`src/rtl/lc3_mem_pkg.sv`:
```
// Shared types for the LC-3 memory path: access sequencer states, grant
// encoding and the wait-state counter width.
package lc3_mem_pkg;

    localparam int WAIT_W = 4;

    typedef enum logic [1:0] {
        IDLE,
        ACCESS,
        DONE
    } mem_state_t;

    typedef enum logic {
        GNT_CPU,
        GNT_DMA
    } mem_grant_t;

endpackage

```
`src/rtl/mem_arbiter.sv`:
```
// Shared-RAM access sequencer. Arbitrates between the CPU memory path and the
// DMA/loader port (round-robin on ties), holds each access for WAIT_CYCLES
// cycles of chip select, then acknowledges it with a one-cycle ready pulse.
// Every RAM-facing and requester-facing output comes straight from a register.
module mem_arbiter
    import lc3_mem_pkg::*;
#(
    parameter int ADDR_W      = 16,
    parameter int DATA_W      = 16,
    parameter int WAIT_CYCLES = 2
) (
    input  logic              CLK,
    input  logic              RST,

    input  logic              cpu_req,
    input  logic              cpu_we,
    input  logic [ADDR_W-1:0] cpu_addr,
    input  logic [DATA_W-1:0] cpu_wdata,
    output logic [DATA_W-1:0] cpu_rdata,
    output logic              cpu_ready,

    input  logic              dma_req,
    input  logic              dma_we,
    input  logic [ADDR_W-1:0] dma_addr,
    input  logic [DATA_W-1:0] dma_wdata,
    output logic [DATA_W-1:0] dma_rdata,
    output logic              dma_ready,

    output logic              ram_cs,
    output logic              ram_we,
    output logic [ADDR_W-1:0] ram_addr,
    output logic [DATA_W-1:0] ram_wdata,
    input  logic [DATA_W-1:0] ram_rdata
);

    // Reject wait-state counts the 4-bit counter cannot represent.
    generate
        if (WAIT_CYCLES < 1 || WAIT_CYCLES > 15) begin : g_bad_wait_cycles
            $error("mem_arbiter: WAIT_CYCLES must be within 1..15");
        end
    endgenerate

    localparam logic [WAIT_W-1:0] CNT_LOAD     = WAIT_W'(WAIT_CYCLES - 1);
    localparam logic              SINGLE_CYCLE = (WAIT_CYCLES == 1);

    mem_state_t        state_q;
    mem_grant_t        grant_q;
    mem_grant_t        last_grant_q;
    logic [WAIT_W-1:0] cnt_q;
    logic              acc_we_q;
    logic              ram_cs_q;
    logic              ram_we_q;
    logic [ADDR_W-1:0] ram_addr_q;
    logic [DATA_W-1:0] ram_wdata_q;
    logic [DATA_W-1:0] cpu_rdata_q;
    logic [DATA_W-1:0] dma_rdata_q;
    logic              cpu_ready_q;
    logic              dma_ready_q;

    mem_grant_t        pick_d;
    logic              sel_we_d;
    logic [ADDR_W-1:0] sel_addr_d;
    logic [DATA_W-1:0] sel_wdata_d;

    // Pick the winner for the next grant and mux its request fields; only
    // consumed in IDLE, and only ever lands in registers.
    always_comb begin
        // NOTE: every always_comb output gets a default first so no path
        // through the block can leave it unassigned and infer a latch.
        pick_d      = GNT_CPU;
        sel_we_d    = cpu_we;
        sel_addr_d  = cpu_addr;
        sel_wdata_d = cpu_wdata;

        if (cpu_req && dma_req) begin
            pick_d = (last_grant_q == GNT_DMA) ? GNT_CPU : GNT_DMA;
        end else if (dma_req) begin
            pick_d = GNT_DMA;
        end

        if (pick_d == GNT_DMA) begin
            sel_we_d    = dma_we;
            sel_addr_d  = dma_addr;
            sel_wdata_d = dma_wdata;
        end
    end

    // Access sequencer: IDLE grants and latches, ACCESS counts wait states
    // and strobes the write on the last one, DONE pulses ready.
    always_ff @(posedge CLK or negedge RST) begin
        if (!RST) begin
            state_q      <= IDLE;
            grant_q      <= GNT_CPU;
            last_grant_q <= GNT_DMA;
            cnt_q        <= '0;
            acc_we_q     <= 1'b0;
            ram_cs_q     <= 1'b0;
            ram_we_q     <= 1'b0;
            ram_addr_q   <= '0;
            ram_wdata_q  <= '0;
            cpu_rdata_q  <= '0;
            dma_rdata_q  <= '0;
            cpu_ready_q  <= 1'b0;
            dma_ready_q  <= 1'b0;
        end else begin
            // NOTE: non-blocking assignments so every register here samples
            // the pre-edge values, independent of statement order.
            cpu_ready_q <= 1'b0;
            dma_ready_q <= 1'b0;

            case (state_q)
                IDLE: begin
                    if (cpu_req || dma_req) begin
                        grant_q     <= pick_d;
                        acc_we_q    <= sel_we_d;
                        ram_addr_q  <= sel_addr_d;
                        ram_wdata_q <= sel_wdata_d;
                        cnt_q       <= CNT_LOAD;
                        ram_cs_q    <= 1'b1;
                        ram_we_q    <= sel_we_d && SINGLE_CYCLE;
                        state_q     <= ACCESS;
                    end
                end

                ACCESS: begin
                    if (cnt_q == '0) begin
                        ram_cs_q <= 1'b0;
                        ram_we_q <= 1'b0;
                        state_q  <= DONE;
                        if (grant_q == GNT_CPU) begin
                            cpu_ready_q <= 1'b1;
                            if (!acc_we_q) cpu_rdata_q <= ram_rdata;
                        end else begin
                            dma_ready_q <= 1'b1;
                            if (!acc_we_q) dma_rdata_q <= ram_rdata;
                        end
                    end else begin
                        cnt_q    <= cnt_q - WAIT_W'(1);
                        ram_we_q <= acc_we_q && (cnt_q == WAIT_W'(1));
                    end
                end

                DONE: begin
                    last_grant_q <= grant_q;
                    state_q      <= IDLE;
                end

                default: state_q <= IDLE;
            endcase
        end
    end

    assign ram_cs    = ram_cs_q;
    assign ram_we    = ram_we_q;
    assign ram_addr  = ram_addr_q;
    assign ram_wdata = ram_wdata_q;
    assign cpu_rdata = cpu_rdata_q;
    assign dma_rdata = dma_rdata_q;
    assign cpu_ready = cpu_ready_q;
    assign dma_ready = dma_ready_q;

endmodule

```
`config.mk`:
```
export PLATFORM = sky130hd
export DESIGN_NAME = mem_arbiter
export DESIGN_NICKNAME = d
export VERILOG_FILES = /design/src/rtl/lc3_mem_pkg.sv /design/src/rtl/mem_arbiter.sv
export SDC_FILE = /design/constraint.sdc
export NUM_CORES = 1
export LEC_CHECK = 0
export BUFFER_PORTS_ARGS = -buffer_cell sky130_fd_sc_hd__buf_2
export CORE_UTILIZATION = 40
export CTS_CLUSTER_DIAMETER = 200
export DETAILED_ROUTE_END_ITERATION = 10
export PLACE_DENSITY = 0.79
export SYNTH_ARGS = -nofsm -noshare
export SYNTH_HDL_FRONTEND = slang
export SYNTH_SLANG_ARGS = --single-unit
```
`constraint.sdc`:
```
create_clock -name CLK -period 2.7 [get_ports CLK]
set_input_delay 0.54 -clock CLK [delete_from_list [all_inputs] [get_ports CLK]]
set_output_delay 0.54 -clock CLK [all_outputs]
set_load 0.02 [all_outputs]
```
; Word level (Yosys, flattened, before mapping)
; Cells that the tools add are included.
[word_totals]
ff_bits = 77
latch_bits = 0
ramBits = 0
romBits = 0
inputBits = 86
out_inout_bits = 68
wordCells = 59
mem_count = 0
[classes]
n_addsub = 1
mul = 0
n_div = 0
magnitude_cmp = 0
eq_ne = 6
shifts = 0
muxes = 24
bitwise = 2
n_reduce_logical = 13
[ops]
columns = op, n
row1 = $mux 16, 2
row2 = $mux 1, 14
row3 = $mux 4, 2
row4 = $pmux 4 s2, 1
row5 = $reduce_and 4->1, 2
row6 = $ne 2x2->1 const B, 3
row7 = $reduce_and 2->1, 3
row8 = $reduce_and 3->1, 2
row9 = $eq 4x1->1 const B, 1
row10 = $logic_not 4->1, 1
row11 = $mux 2, 2
row12 = $pmux 1 s2, 2
row13 = $pmux 2 s2, 1
row14 = $sub 4x1->4 const B, 1
row15 = $eq 2x1->1 const B, 1
row16 = $eq 2x2->1 const B, 1
row17 = $logic_and 1x1->1, 2
row18 = $logic_not 2->1, 1
row19 = $not 1->1, 2
row20 = $reduce_bool 2->1, 1
row21 = $logic_or 1x1->1, 1

; Depth between registers and ports, before layout
[logic_depth]
depth_word = 4
mapped_depth = 7

; Worst setup path before layout
; OpenSTA, ideal clock, no wires.
[synth_timing]
path_kind = flip-flop to flip-flop
from = register cnt_q[0]
to = register cpu_rdata_q[0], in the netlist cpu_rdata[0]
arrival_time_ns = 1.982
t_required_ns = 2.575
setup_slack_ns = 0.593
path_stages_with_launch = 8
n_path_buf = 2
synth_period_minus_slack_ns = 2.107
cell_sequence = dfrtp_1 > inv_1 > ha_1 > or3b_1 > or4_1 > buf_6 > buf_12 > mux2_4
[synth_between]
elab_chain_cells = 2
[synth_lines]
columns = element, line
row1 = start: declaration, mem_arbiter.sv:49  ; logic [WAIT_W-1:0] cnt_q;
row2 = start signal: assignment, mem_arbiter.sv:138  ; cnt_q <= cnt_q - WAIT_W'(1);
row3 = $logic_not 4->1, mem_arbiter.sv:126  ; if (cnt_q == '0) begin
row4 = $reduce_and 4->1 (no source line), n/a
row5 = end signal: assignment, mem_arbiter.sv:132  ; if (!acc_we_q) cpu_rdata_q <= ram_rdata;
row6 = end: declaration, mem_arbiter.sv:55  ; logic [DATA_W-1:0] cpu_rdata_q;
; Every way passes these cells.
; A chain may end at the register's enable or synchronous reset.

; Worst setup path after layout
[layout_timing]
from = register cnt_q[0]
to = register cpu_rdata_q[11], in the netlist cpu_rdata[11]
; The elaborated chain is that of the path after synthesis.

==> impl_results.md <==
- Status: completed
- Crit-path cells: inv_1 > ha_1 > or3b_1 > or4_1 > buf_4 > mux2_4
- Remaining global-route overflow: 0
- CTS Sinks: 77
- Die height: 94.66 um
- Port buffer count: 153
- Hold_buf cts: 0
- Post-CTS setup buffers: 0
- Syn Area/Cell: 14.87 sq um
- Crit path capture type: flop
- P per Cell Area: 1239 nW/um^2
- Drt via density: 4.932
- Pre-CTS setup slack: 0.5564 ns
- Final period util: 80.14%
- Top-area cell type share of the netlist area: 55.37%
- Initial antenna violation count: 0
- Post-CTS sizing: 0
- Fraction of registers with async set/reset: 100.0%
- Crit path time final: 2.164 ns
- Global-route usage over all layers: 16.74%
- Crit path kind: reg -> reg
- FF+latch count, synth: 77
- GPL Wtd Cong: 0.7473
- Iter 0 DRT Violations: 50
- Setup TNS: 0 ns
- Maximum buffer depth of the clock tree: 2
- Yosys Warn Count: 0
- Final slew viol count: 0
- Horiz. Die Dim: 94.66 um
- Die ar.: 8961 sq um
- Relative slew slack: 35.44%
- LEAKAGE: 2.239 nW
- Post-route worst setup slack: 0.5363 ns
- Core area: 8258 sq um
- Post-Syn Area: 3435 sq um
- CTS tree: yes
- Dpl cells: 483
- Number of remaining DRC errors: 0
- Post-route cell area: 4566 sq um
- Post-synth EDFFs: 0
- Final Hold Fails: 0
- Largest net degree at the start of global routing: 40
- Worst slew pin tran: 0.9661 ns
- P&R area growth vs syn: 32.93%
- Worst Setup Start Kind: flop
- DRT Pass-1 Iters: 4
- Initial Util: 41.59%
- Io pins: 154
- Ys flop type: dfrtp_1
- Clock Latency Late Sink: 0.34 ns
- Final HPWL DP: 5449 um
- Layout cell share with drive strength beyond 1: 71.07%
- Worst-path fanout max: 16
- Cell family contributing the most delay on the critical path: simple AND/OR/NAND/NOR gates
- Highest cell delay on the worst timing path: 0.41 ns
- Reg clk slew, reported paths: 0.08 ns
- Final core utilization: 55.29%
- Distinct cell type count after synthesis: 32
- Antenna cell count: 0
- Placed inst area: 4319 sq um
- Max stage delay cell, worst path: dfrtp_1
- First-pass GRT wire length: 11350 um
- Fin nets: 478
- Drt total wl: 7129 um
- Row cnt: 33
- Clock root buffer: clkbuf_8
- Cells after Synth: 231
- FMAX: 462.2 MHz
- Syn_nets: 320
- Critical Path RT: 2.93 ns
- CP Data Arrival Time: 2.39 ns
- Cell Count, Final, Fillers Out: 499
- Drt wl/cell: 14.29 um
- Via count: 2461
- Vias in the first global route: 2453
- Ranking of synthesized cells by area: dfrtp_1, mux2_2, mux2_4, ha_1, dfstp_2
- Max cap viols: 0
- WP buf/inv: 2
- RSZ-0062 raised after global routing: no
- HP Class: in -> async
- Sequential area share after synthesis: 56.14%
- Total CTS buffers: 9
- Fin Clk Skew: 0.01014 ns
- Antenna Violating Nets Remaining: 0
- H-tree Lvls: 3
- Synth area leader: dfrtp_1
- Setup violators final: 0
- Worst VDD drop: 0.5140 mV
[cell usage in the layout, fill, tap and decap left out, drive strengths merged]
cell      netlist  layout
and3            1       1
nor3b           1       1
bufinv          0       3
nand2b          1       1
o31ai           1       1
a21o            1       1
buf             6     158
o22ai           2       2
nor2b           3       3
nor3            2       2
nor2            5       5
or4             2       2
inv             4       5
nand4b          1       1
nand2           4       4
nand3           2       2
a21oi           1       1
o221ai          1       1
a21bo           1       1
dfstp           1       1
dfrtp          76      76
mux2          100     100
clkinvlp        0       2
clkinv          0       1
or2             1       1
clkbuf          5       9
o21ai           4       4
o211ai          1       1
ha              3       3
or3b            1       1
[metal layers]
layer | vias up | track usage [%] | share of wire (%)
met4 | 0 | 5.177 | 1.3
met2 | 90 | 29.68 | 52
li1 | 1146 | - | -
met1 | 1217 | 18.88 | 40
met3 | 8 | 5.717 | 6.7
met5 | - | 0 | 0
[cell usage after synthesis (2+ instances only)]
cell      count
mux2_4       10
dfrtp_1      76
nand3_1       2
o21ai_0       4
inv_1         4
mux2_2       90
nor3_1        2
o22ai_1       2
nand2_1       4
buf_2         4
nor2_1        4
nor2b_1       3
ha_1          3
clkbuf_1      5
[metrics by stage]
stage	hold slack (ns)	total power [mW]
after detailed placement	0.4650	4.678
after global placement	0.4581	4.561
after global routing	0.1644	6.030
after CTS	0.1525	5.738
final	0.1450	5.656
after floorplan	0.2444	3.813
[where the power goes]
part	switching, mW	internal [mW]
Combinational	1.38	1.18
Clock	0.423	0.618
Sequential	0.322	1.74
[worst register-to-register path: cells and delay by family (launching register included)]
kind,cells,cell delay (ns)
buffers and inverters,2,0.34
AND/OR/NAND/NOR,2,0.78
adder cells (fa/ha/maj),1,0.20
flip-flops,1,0.41
multiplexers,1,0.32
[state kept, by name, summed over array words and instances (netlist names)]
register / cells
dma_rdata: 16
cpu_rdata: 16
state_q: 2
dma_ready: 1
grant_q: 1
last_grant_q: 1
cnt_q: 4
ram_wdata: 16
acc_we_q: 1
ram_addr: 16
ram_we: 1
cpu_ready: 1
ram_cs: 1
[final timing paths]
kind / start / to / slack (ns) / cells past startpoint
max in group asynchronous: RST / last_grant_q$_DFFE_PN1N_ / 1.91 / 2
worst max-delay path: cnt_q[0]$_DFFE_PN0P_ / cpu_rdata[11]$_DFFE_PN0P_ / 0.54 / 6
min in group CLK: ram_rdata[13] / cpu_rdata[13]$_DFFE_PN0P_ / 0.44 / 2
worst max register to register: cnt_q[0]$_DFFE_PN0P_ / cpu_rdata[11]$_DFFE_PN0P_ / 0.54 / 6
worst min-delay path: RST / cpu_rdata[14]$_DFFE_PN0P_ / 0.15 / 1
worst min register to register: ram_cs$_DFFE_PN0P_ / ram_cs$_DFFE_PN0P_ / 0.49 / 1
[layout make-up]
class	count	area, sq um
clock inverters	7	122.6
fillers	704	3692
well taps	105	131.4
inverters	4	15.01
multi-input cells	139	1426
repair buffers	158	818.3
flip-flops and latches	77	1928
clock buffers	9	123.9
[cell families (layout without fill, tap and decap cells)]
kind of cell | after synthesis | in the layout | synth area share [%]
buffers and inverters | 15 | 178 | 2.477
flip-flops | 77 | 77 | 56.14
multiplexers | 100 | 100 | 33.88
AND/OR/NAND/NOR | 24 | 24 | 4.117
AO/OA/AOI/OAI | 12 | 12 | 2.295
adder cells (fa/ha/maj) | 3 | 3 | 1.093
Note: power is estimated with default switching activity, not from simulation.
